[config.mk]
export PLATFORM = sky130hd
export DESIGN_NAME = capi_mmio_ctl
export DESIGN_NICKNAME = d
export VERILOG_FILES = /design/src/rtl/capi_mmio_pkg.sv /design/src/rtl/capi_mmio_sw_mux.sv /design/src/rtl/capi_mmio_ctl.sv
export SDC_FILE = /design/constraint.sdc
export NUM_CORES = 1
export LEC_CHECK = 0
export BUFFER_PORTS_ARGS = -buffer_cell sky130_fd_sc_hd__buf_2
export CAP_MARGIN = 30
export CELL_PAD_IN_SITES_DETAIL_PLACEMENT = 1
export CELL_PAD_IN_SITES_GLOBAL_PLACEMENT = 2
export CORE_UTILIZATION = 28
export CTS_CLUSTER_SIZE = 25
export DETAILED_ROUTE_END_ITERATION = 7
export HOLD_SLACK_MARGIN = 0.08
export PLACE_DENSITY_LB_ADDON = 0.1
export SYNTH_ARGS = -nofsm -noshare
export SYNTH_HDL_FRONTEND = slang
export SYNTH_SLANG_ARGS = --single-unit
export TNS_END_PERCENT = 30
[constraint.sdc]
create_clock -name clk -period 8.5 [get_ports clk]
set_input_delay 0.85 -clock clk [delete_from_list [all_inputs] [get_ports clk]]
set_output_delay 0.85 -clock clk [all_outputs]
set_load 0.1 [all_outputs]
[src/rtl/capi_mmio_pkg.sv]
// rtl/capi_mmio_pkg.sv - shared types, constants and helpers for the CAPI MMIO controller
//
// Purpose : FSM state encoding, default timeout, read-error data pattern and the
//           odd-parity helper used on the ah_mmdata return path.
// Ports   : none (package)
package capi_mmio_pkg;

  typedef enum logic [1:0] {
    IDLE = 2'd0,
    REQ  = 2'd1,
    CFG  = 2'd2,
    RESP = 2'd3
  } mmio_state_e;

  localparam int          DEF_TIMEOUT = 255;
  localparam logic [63:0] RD_ERR_DATA = 64'hFFFF_FFFF_FFFF_FFFF;

  // Odd parity: result makes the total count of ones (data + parity) odd.
  function automatic logic odd_par(input logic [63:0] d);
    return ~^d;
  endfunction

endpackage

[src/rtl/capi_mmio_sw_mux.sv]
// rtl/capi_mmio_sw_mux.sv - single-word read data steering mux
//
// Purpose : Replicates the addressed 32-bit word onto both halves of the MMIO
//           return bus for single-word reads; doubleword data passes through.
// Ports   : i_data   [0:63] captured read data (big-endian bit numbering)
//           i_dw            1 = doubleword access
//           i_ad_lsb        word address bit 23 (1 selects word [0:31])
//           o_data   [0:63] steered data
module capi_mmio_sw_mux (
  input  logic [0:63] i_data,
  input  logic        i_dw,
  input  logic        i_ad_lsb,
  output logic [0:63] o_data
);

  always_comb begin
    if (i_dw) begin
      o_data = i_data;
    end else if (i_ad_lsb) begin
      o_data = {i_data[0:31], i_data[0:31]};
    end else begin
      o_data = {i_data[32:63], i_data[32:63]};
    end
  end

endmodule

[src/rtl/capi_mmio_ctl.sv]
// rtl/capi_mmio_ctl.sv - PSL MMIO request sequencer onto NTGT AFU register targets
//
// Purpose : Captures one MMIO request, decodes the target from the upper address
//           bits, runs a t_val/t_ack handshake with a timeout, steers and parity-
//           protects the read data and pulses ah_mmack.
// Ports   : clk, reset_n                     clock, async active-low reset
//           ha_mm{val,cfg,rnw,dw,ad,data}    PSL MMIO request
//           ah_mm{ack,data,datapar}          registered completion to PSL
//           t_{val,rnw,dw,ad,wdata}          registered target request
//           t_ack, t_rdata                   target completion and read data
//           to_err, prot_err, to_cnt         sticky error flags / timeout count
module capi_mmio_ctl
  import capi_mmio_pkg::*;
#(
  parameter int NTGT    = 4,
  parameter int SELW    = 2,
  parameter int TIMEOUT = DEF_TIMEOUT,
  parameter int TOW     = 16
) (
  input  logic               clk,
  input  logic               reset_n,
  input  logic               ha_mmval,
  input  logic               ha_mmcfg,
  input  logic               ha_mmrnw,
  input  logic               ha_mmdw,
  input  logic [0:23]        ha_mmad,
  input  logic [0:63]        ha_mmdata,
  output logic               ah_mmack,
  output logic [0:63]        ah_mmdata,
  output logic               ah_mmdatapar,
  output logic [0:NTGT-1]    t_val,
  output logic               t_rnw,
  output logic               t_dw,
  output logic [0:23]        t_ad,
  output logic [0:63]        t_wdata,
  input  logic [0:NTGT-1]    t_ack,
  input  logic [0:64*NTGT-1] t_rdata,
  output logic               to_err,
  output logic               prot_err,
  output logic [0:7]         to_cnt
);

  mmio_state_e     r_state;
  mmio_state_e     w_state_nxt;

  logic            r_rnw;
  logic            r_dw;
  logic [0:23]     r_ad;
  logic [0:63]     r_wdata;
  logic [0:NTGT-1] r_t_val;
  logic [TOW-1:0]  r_timer;
  logic            r_ack;
  logic [0:63]     r_ah_data;
  logic            r_ah_par;
  logic            r_to_err;
  logic            r_prot_err;
  logic [7:0]      r_to_cnt;

  logic [SELW-1:0] w_sel;
  logic            w_sel_ack;
  logic            w_timeout;
  logic            w_enter_resp;
  logic [0:NTGT-1] w_onehot;
  logic [0:63]     w_cap;
  logic [0:63]     w_steer;
  logic [0:63]     w_resp_data;

  assign w_sel     = r_ad[0 +: SELW];
  assign w_sel_ack = t_ack[w_sel];
  // An ack in the final REQ cycle takes priority over the timeout.
  assign w_timeout = (r_state == REQ) && !w_sel_ack && (r_timer == TOW'(TIMEOUT - 1));

  // State register
  always_ff @(posedge clk or negedge reset_n) begin
    if (!reset_n) begin
      r_state <= IDLE;
    end else begin
      r_state <= w_state_nxt;
    end
  end

  // Next-state logic
  always_comb begin
    w_state_nxt = r_state;
    case (r_state)
      IDLE:    if (ha_mmval) w_state_nxt = ha_mmcfg ? CFG : REQ;
      REQ:     if (w_sel_ack || w_timeout) w_state_nxt = RESP;
      CFG:     w_state_nxt = RESP;
      RESP:    w_state_nxt = IDLE;
      default: w_state_nxt = IDLE;
    endcase
  end

  // Output-side combinational values feeding the registered outputs
  always_comb begin
    w_onehot = '0;
    w_onehot[ha_mmad[0 +: SELW]] = 1'b1;
    w_enter_resp = (w_state_nxt == RESP);
    // Config space is unimplemented, so CFG captures zero.
    w_cap = '0;
    if (r_state == REQ) begin
      w_cap = w_sel_ack ? t_rdata[64*w_sel +: 64] : RD_ERR_DATA;
    end
    w_resp_data = r_rnw ? w_steer : '0;
  end

  capi_mmio_sw_mux u_sw_mux (
    .i_data   (w_cap),
    .i_dw     (r_dw),
    .i_ad_lsb (r_ad[23]),
    .o_data   (w_steer)
  );

  // Request capture, target handshake, timer, completion and error flags
  always_ff @(posedge clk or negedge reset_n) begin
    if (!reset_n) begin
      r_rnw      <= 1'b0;
      r_dw       <= 1'b0;
      r_ad       <= '0;
      r_wdata    <= '0;
      r_t_val    <= '0;
      r_timer    <= '0;
      r_ack      <= 1'b0;
      r_ah_data  <= '0;
      r_ah_par   <= 1'b0;
      r_to_err   <= 1'b0;
      r_prot_err <= 1'b0;
      r_to_cnt   <= '0;
    end else begin
      r_ack <= w_enter_resp;
      if (w_enter_resp) begin
        r_ah_data <= w_resp_data;
        r_ah_par  <= odd_par(w_resp_data);
      end
      if (r_state == IDLE && ha_mmval) begin
        r_rnw   <= ha_mmrnw;
        r_dw    <= ha_mmdw;
        r_ad    <= ha_mmad;
        r_wdata <= ha_mmdata;
        if (!ha_mmcfg) begin
          r_t_val <= w_onehot;
        end
      end
      if (r_state == REQ && (w_sel_ack || w_timeout)) begin
        r_t_val <= '0;
      end
      if (r_state == REQ) begin
        r_timer <= r_timer + TOW'(1);
      end else begin
        r_timer <= '0;
      end
      if (w_timeout) begin
        r_to_err <= 1'b1;
        if (r_to_cnt != 8'hFF) begin
          r_to_cnt <= r_to_cnt + 8'd1;
        end
      end
      if (ha_mmval && r_state != IDLE) begin
        r_prot_err <= 1'b1;
      end
    end
  end

  assign ah_mmack     = r_ack;
  assign ah_mmdata    = r_ah_data;
  assign ah_mmdatapar = r_ah_par;
  assign t_val        = r_t_val;
  assign t_rnw        = r_rnw;
  assign t_dw         = r_dw;
  assign t_ad         = r_ad;
  assign t_wdata      = r_wdata;
  assign to_err       = r_to_err;
  assign prot_err     = r_prot_err;
  assign to_cnt       = r_to_cnt;

endmodule

Word level (Yosys, flattened, before mapping)
Cells that the tools add are included.
{"block": "classes", "n_div": 0, "n_shift": 1, "bitwise": 3, "add_sub_neg": 2, "n_mux": 18, "n_mul": 0, "order_cmp": 3, "n_reduce_logical": 14, "eq_ne": 7}
{"cell": "2-to-1 mux 64 bit", "count": 5}
{"cell": "indexed part select 256 x 33 -> 257 bit", "count": 1}
{"cell": "XNOR reduction 64 bit", "count": 1}
{"cell": "NOT 8 -> 33 bit", "count": 1}
{"cell": "adder 16 x 1 -> 16 bit, second input constant", "count": 1}
{"cell": "equality test 16 x 8 -> 1 bit, second input constant", "count": 1}
{"cell": "2-to-1 mux 16 bit", "count": 1}
{"cell": "2-to-1 mux 4 bit", "count": 3}
{"cell": "adder 8 x 1 -> 8 bit, second input constant", "count": 1}
{"cell": "!= test 8 bit, second input constant", "count": 1}
{"cell": "case mux 2 bit (4 select lines)", "count": 1}
{"cell": "equality test 2 bit, second input constant", "count": 3}
{"cell": "greater-or-equal comparator 3 bit, second input constant", "count": 2}
{"cell": "logical AND 1 bit", "count": 6}
{"cell": "2-to-1 mux 2 bit", "count": 3}
{"cell": "NOT 2 -> 3 bit", "count": 2}
{"cell": "AND reduction 2 bit", "count": 2}
{"cell": "nonzero test 2 bit", "count": 2}
{"cell": "less-than comparator 3 x 1 -> 1 bit, second input constant", "count": 1}
{"cell": "2-to-1 mux 1 bit", "count": 3}
{"cell": "binary-select mux 1 bit (select 2 bit)", "count": 1}
{"cell": "demux 1 bit (select 2 bit)", "count": 1}
{"cell": "equality test 2 x 1 -> 1 bit, second input constant", "count": 1}
{"cell": "logical NOT 2 bit", "count": 1}
{"cell": "3 further kinds", "count": 3}
{"block": "totals", "mem_count": 0, "elab_cells": 61, "ff_bits": 188, "rom_bits": 0, "input_bits": 354, "latchBits": 0, "ram_bits": 0, "out_inout_bits": 170}

Logic depth before layout (Yosys ltp)
Gate-level depths: netlist (run 1).
{"block": "depth", "depth_word": 11, "ltp_mapped": 15}

By module
From an unflattened synthesis (run 1), not the netlist that was laid out.
{"block": "unflattened", "cells_unflattened": 916, "hier_area_um2": 11110.7}
{"mod": "capi_mmio_ctl", "cells_per_inst": 843, "area_per_inst_um2": 10197.3, "n_inst": 1, "seq_area_each_um2": 4704.5}
{"mod": "capi_mmio_sw_mux", "cells_per_inst": 73, "area_per_inst_um2": 913.4, "n_inst": 1, "seq_area_each_um2": 0.0}

Least setup slack after synthesis (run 1)
No wires, ideal clock.
{"block": "synth_timing", "path_type": "register -> register", "from": "register r_ad, in the netlist t_ad[1]", "to": "register r_ah_par (netlist: ah_mmdatapar)", "period_less_slack_ns": 3.744, "slack_ns": 4.756, "setup_ns": 0.076, "path_stages_with_launch": 13, "arrival_time_ns": 3.667, "t_required_ns": 8.424, "n_path_buf": 4, "cell_sequence": "dfrtp_1 > buf_2 > buf_2 > buf_2 > buf_2 > mux4_2 > a21oi_1 > xnor2_1 > xnor2_1 > xor2_1 > xnor3_1 > xnor3_1 > o21ai_1"}
{"block": "synth_via", "elab_chain_len": 11, "word_cells_on_any_way": 19}
{"item": "start: declaration", "line": "capi_mmio_ctl.sv:48", "text": "logic [0:23] r_ad;"}
{"item": "start signal: assignment", "line": "capi_mmio_ctl.sv:138", "text": "r_ad <= ha_mmad;"}
{"item": "parallel branches: the longest is 11 deep, another holds indexed part select 256 x 33 -> 257 bit"}
{"item": "end signal: assignment", "line": "capi_mmio_ctl.sv:133", "text": "r_ah_par <= odd_par(w_resp_data);"}
{"item": "end: declaration", "line": "capi_mmio_ctl.sv:54", "text": "logic r_ah_par;"}
Several ways; the timed one is not identified. The select of a mux whose other input is x is not followed.
A chain may end at the register's enable or synchronous reset.

Worst setup path after layout (run 1)
{"block": "layout_timing", "from": "register r_ad, in the netlist t_ad[0]", "to": "register r_ah_par (netlist: ah_mmdatapar)"}
Same word-level chain as after synthesis.

==> results.py, run 1 <==
metrics = {
    "grt": {
        "grt.total_usage": 0.216,
        "grt_pass1_vias": 10125,
        "grt_max_degree": 65,
        "grt_pass1_wl_um": 65000,
        "grt-ovfl-total": 0,
        "antenna_found_initial": 11,
    },
    "cts": {
        "clockBufferDepth": 2,
        "postCtsSetupBuffers": 0,
        "htree_levels": 4,
        "clk_latency_ns": 0.45,
        "cts_resized": 0,
        "cts_hold_buffers": 0,
        "cts_made_buffers": 17,
        "cts_tree": "yes",
        "cts.root.buffer_cell": "clkbuf_16",
        "cts.sinks": 188,
        "cts.clk_slew.worst_paths_ns": 0.08,
    },
    "routing": {
        "drc": 0,
        "drt-total-wl_um": 43600,
        "dr.pass1.iters": 4,
        "wl_per_cell_um": 23.1,
        "dr_total_vias": 9129,
        "viasPerCell": 4.84,
        "first_iter_violations": 352,
        "ant_nets": 0,
    },
    "final_layout": {
        "nNetsFinal": 1705,
        "layoutNonFillerInstCount": 1885,
        "drive_gt1_frac": 0.570,
        "syn2layout_area_growth_pct": 32.5,
        "fillers": 4398,
    },
    "critical_path": {
        "rr_startpoint": "t_ad[0]$_DFFE_PN0P_",
        "arrival_ns": 5.28,
        "start_kind": "flop",
        "rrSetupSlack_ns": 3.60,
        "crit_top_cell": "xnor3_1",
        "r2r-end": "ah_mmdatapar$_DFFE_PN0P_",
        "crit_path_end_kind": "flop",
        "critical_path_class": "reg -> reg",
        "ff2ff_path_depth": 11,
        "worstPathCellList": "buf_4 -> buf_4 -> mux2i_1 -> mux4_2 -> xor2_1 -> xnor2_1 -> xnor3_1 -> xnor3_1 -> nand2_1 -> xnor3_1 -> o21ai_1",
        "crit_required_ns": 8.88,
        "max_stage_delay_ns": 0.74,
        "critical_path.max_fanout": 45,
        "cp_slowest_cell": "dfrtp_4",
    },
    "placement": {
        "routabilityCongestion": 0.820,
        "portBuffers": 523,
        "hpwl_um": 34800,
        "dp.cells": 1844,
    },
    "synth": {
        "synth-seq-cells": 188,
        "syn-num-nets": 1213,
        "synthFlopType": "dfrtp_1",
        "synth-xor-area-share": 0.0684,
        "synth_edf_count": 0,
        "postSynthAreaPerCell_um2": 13.1,
        "synth_common_cells": "dfrtp_1 (188), mux2_2 (127), mux2i_1 (95)",
        "synth_top_area_frac": 0.421,
        "syn-instance-count": 853,
        "synthAdderAreaFrac": 0.00672,
        "synth_area_um2": 11200,
        "synth_cell_types": 48,
        "synth_compound_area_frac": 0.0625,
        "synth_mux_area_frac": 0.350,
        "yosysTopAreaCell": "dfrtp_1",
        "synth_most_common_cell": "dfrtp_1",
        "async_flop_share": 1.00,
        "synth_simple_gate_area_share": 0.0516,
        "yosys-top-cells-area": "dfrtp_1 (42%), mux4_2 (14%), mux2_2 (13%)",
        "yosys_warnings": 0,
        "synth_top_family_by_area": "multiplexers",
        "yosysSeqAreaShare": 0.421,
    },
    "floorplan": {
        "start_util": 0.287,
        "io-pin-count": 524,
        "fp.dieW_um": 202,
        "rows": 72,
        "die_h_um": 202,
        "core-area_um2": 39000,
        "die_area_um2": 40700,
    },
    "sta": {
        "period_minus_slack_ns": 4.90,
        "min_period_over_period": 0.576,
        "finalSetupTns_ns": 0,
        "holdWs_ns": 0.359,
        "slew_violations": 0,
        "tightestPinTransition_ns": 0.943,
        "setup_violations": 0,
        "worst_slew_margin_rel": 0.372,
        "rsz0062_at_grt": "no",
        "timing.fmax_ghz": 0.204,
        "finalClockSkew_ns": 0.0136,
        "hold_viol_final": 0,
    },
    "min_path": {
        "hp-class": "in -> async",
    },
    "outcome": {
        "status": "completed",
    },
    "job": {
        "drv_cap": 0,
    },
}
cell families (layout without fill, tap and decap cells):
group                      after synthesis  after routing
AOI/OAI and AO/OA                      110            110
DFF                                    188            188
other                                    0              9
xor gates and xnor gates                76             76
buffers and inverters                   70            575
muxes                                  290            290
and+or+nand+nor                        113            113
adders and majority gates                6              6
placed cells by master (no fill, tap or decap), types with 5 or more instances in the layout:
cell type  instances
mux4_2            68
xnor2_1           49
nand3_1           15
o22a_1             8
nand2_1           39
mux2_2           127
dfrtp_1          186
a21o_1            19
o21ai_0           18
inv_1              6
a21oi_1           34
mux2i_1           95
xnor3_1            5
and2_1            14
buf_2            522
buf_4             11
ha_1               6
a211oi_1          18
nor2b_1           12
xor2_1            19
diode_2            9
clkbuf_16         17
nor2_1             8
per-layer routing:
layer  global-route usage  share of wire  vias up
li1                     -              -     4156
met1                0.257           0.40     4603
met2                0.367           0.50      310
met3               0.0690          0.075       56
met4               0.0709          0.023        4
met5                    0        0.00064        -
sequential cells by signal, indices dropped and copies added (netlist names), 2 cells and up:
| name | cells |
|---|---|
| ah_mmdata | 64 |
| t_ad | 24 |
| r_state | 2 |
| to_cnt | 8 |
| r_timer | 16 |
| t_wdata | 64 |
| t_val | 4 |
final cells by class:
| type | instances | area, µm² | area share |
|---|---|---|---|
| clock inverters | 14 | 154 | 0.0104 |
| flip-flops and latches | 188 | 4710 | 0.318 |
| clock buffers | 18 | 439 | 0.0296 |
| repair buffers | 536 | 2760 | 0.187 |
| inverters | 7 | 26.3 | 0.00177 |
| diodes | 9 | 22.5 | 0.00152 |
| multi-input cells | 595 | 6050 | 0.408 |
| well taps | 518 | 648 | 0.0438 |
stage by stage:
step	util	cell area, µm²	setup WS (ns)
floorplan	-	11200	4.76
global placement	0.363	14100	3.75
detailed placement	0.364	14200	3.64
CTS	0.379	14800	3.63
global route	0.380	14800	3.37
finish	0.380	14800	3.60
worst max-delay path, delay by kind of cell, from the launching register on:
family	cells	cell delay, ns
compound gates	1	0.12
xor+xnor	5	1.69
buf+inv	2	1.31
flops	1	0.74
mux	2	0.75
simple gates	1	0.10
worst max path at each step:
stage | end | from
2_1_floorplan | ah_mmdatapar$_DFFE_PN0P_ | t_ad[1]$_DFFE_PN0P_
3_3_place_gp | ah_mmdatapar$_DFFE_PN0P_ | t_ad[0]$_DFFE_PN0P_
3_5_place_dp | ah_mmdatapar$_DFFE_PN0P_ | t_ad[0]$_DFFE_PN0P_
4_1_cts | ah_mmdatapar$_DFFE_PN0P_ | t_ad[0]$_DFFE_PN0P_
5_1_grt | ah_mmdatapar$_DFFE_PN0P_ | t_ad[0]$_DFFE_PN0P_
6_report | ah_mmdatapar$_DFFE_PN0P_ | t_ad[0]$_DFFE_PN0P_
Power of run 1 is not shown: default switching activity piles up to over one toggle a cycle in this logic, so the estimate is an artifact.
==> run 2, diff against run 1 <==
clock period = 4.9 ns   (was 8.5 ns; I/O delays follow)
==> results.py, run 2 (same netlist as run 1, synthesis figures left out) <==
metrics = {
    "outcome": {
        "status": "completed",
    },
    "final_layout": {
        "drive_gt1_frac": 0.571,
        "nNetsFinal": 1707,
        "final_cell_mix": "buf_2 (522), dfrtp_1 (186), mux2_2 (127)",
        "multiInputGateArea_um2": 6050,
        "fillers": 4370,
        "final_common_cell": "buf_2",
        "register_area_um2": 4710,
        "syn2layout_area_growth_pct": 32.9,
    },
    "critical_path": {
        "critical_path.max_fanout": 36,
        "crit_path_end_kind": "flop",
        "start_kind": "flop",
        "arrival_ns": 4.21,
        "crit_required_ns": 5.28,
        "critical_path_class": "reg -> reg",
    },
    "cts": {
        "cts.root.buffer_cell": "clkbuf_16",
        "cts_tree": "yes",
        "htree_levels": 4,
        "clk_latency_ns": 0.45,
        "cts_made_buffers": 17,
        "cts_hold_buffers": 0,
        "cts.clk_slew.worst_paths_ns": 0.08,
        "clockBufferDepth": 2,
        "postCtsSetupBuffers": 0,
        "cts.sinks": 188,
        "cts_resized": 0,
    },
    "floorplan": {
        "io-pin-count": 524,
        "start_util": 0.287,
        "rows": 72,
        "die_h_um": 202,
        "core-area_um2": 39000,
        "die_area_um2": 40700,
        "fp.dieW_um": 202,
    },
    "sta": {
        "hold_viol_final": 0,
        "period_minus_slack_ns": 3.84,
        "rsz0062_at_grt": "no",
        "setup_ws_ns": 1.06,
        "finalClockSkew_ns": 0.0130,
        "finalSetupTns_ns": 0,
        "tightestPinTransition_ns": 0.890,
        "holdWs_ns": 0.0548,
        "timing.fmax_ghz": 0.261,
        "slew_violations": 0,
        "setup_violations": 0,
        "min_period_over_period": 0.783,
        "worst_slew_margin_rel": 0.406,
    },
    "placement": {
        "routabilityCongestion": 0.783,
        "dp_worst_setup_slack_ns": 1.05,
        "portBuffers": 523,
        "hpwl_um": 34800,
    },
    "routing": {
        "first_iter_violations": 406,
        "dr_total_vias": 9044,
        "drt-total-wl_um": 43400,
        "drc": 0,
        "wl_per_cell_um": 23.1,
        "ant_nets": 0,
        "dr.pass1.iters": 4,
        "viasPerCell": 4.81,
        "wl_met1_um": 18200,
        "dr_wl_met2_um": 22100,
        "wl_met3_um": 2670,
        "dr.max_layer_used": "met5",
    },
    "grt": {
        "grt_pass1_vias": 10027,
        "grt_max_degree": 99,
        "grt-ovfl-total": 0,
        "grt_pass1_wl_um": 65500,
        "grt.total_usage": 0.216,
        "antenna_found_initial": 4,
    },
    "min_path": {
        "hp-class": "in -> async",
    },
    "job": {
        "drv_cap": 0,
    },
}
run 2: cell types whose count changed in the layout (fill, tap and decap cells not counted), sizes merged:
cell and delta:
clkbuf +2, clkinv -2, clkinvlp -2, bufinv +3, inv -1, buf +2, diode -8
run 2: worst paths after layout:
kind                                        endpoint  slack (ns)            startpoint  cells after the start
hold reg to reg                 prot_err$_DFFE_PN0P_        0.45  prot_err$_DFFE_PN0P_                      1
setup / recovery            ah_mmdatapar$_DFFE_PN0P_        1.06   t_ad[0]$_DFFE_PN0P_                     10
min in group clk             t_wdata[39]$_DFFE_PN0P_        0.27         ha_mmdata[39]                      2
max in group asynchronous        t_ad[0]$_DFFE_PN0P_        3.71               reset_n                      2
hold / removal             ah_mmdata[58]$_DFFE_PN0P_        0.05               reset_n                      1
setup reg to reg            ah_mmdatapar$_DFFE_PN0P_        1.06   t_ad[0]$_DFFE_PN0P_                     10
run 2: cell type report:
type                       instances  area share
timing repair buffer             538       0.186
antenna                            1    0.000169
clock buffer                      20      0.0314
tap                              518      0.0437
sequential                       188       0.317
clock inverter                    12      0.0122
inverter                           7     0.00177
multi-input combinational        595       0.407
run 2: metrics by stage:
| step | util | area, µm² | std cells |
|---|---|---|---|
| 2_1_floorplan | - | 11200 | 853 |
| 5_1_grt | 0.381 | 14800 | 1879 |
| 6_report | 0.381 | 14800 | 1879 |
| 4_1_cts | 0.381 | 14800 | 1878 |
| 3_5_place_dp | 0.364 | 14200 | 1846 |
| 3_3_place_gp | 0.364 | 14200 | 1846 |
run 2: worst max-delay path, stage by stage (launching register included):
cell,delay (ns)
dfrtp_4,0.83
buf_4,0.49
mux2i_1,0.16
mux4_2,0.51
xnor2_1,0.20
xnor2_1,0.16
xnor3_1,0.36
xnor3_1,0.43
nand2_1,0.09
xnor3_1,0.38
o21ai_1,0.12
run 2: per-layer routing:
metal  GRT usage  vias to the layer above
met3      0.0580                       32
met2       0.374                      268
met1       0.270                     4600
met4      0.0398                        6
met5           0                        -
li1            -                     4138
Power of run 2 is left out for the same reason.
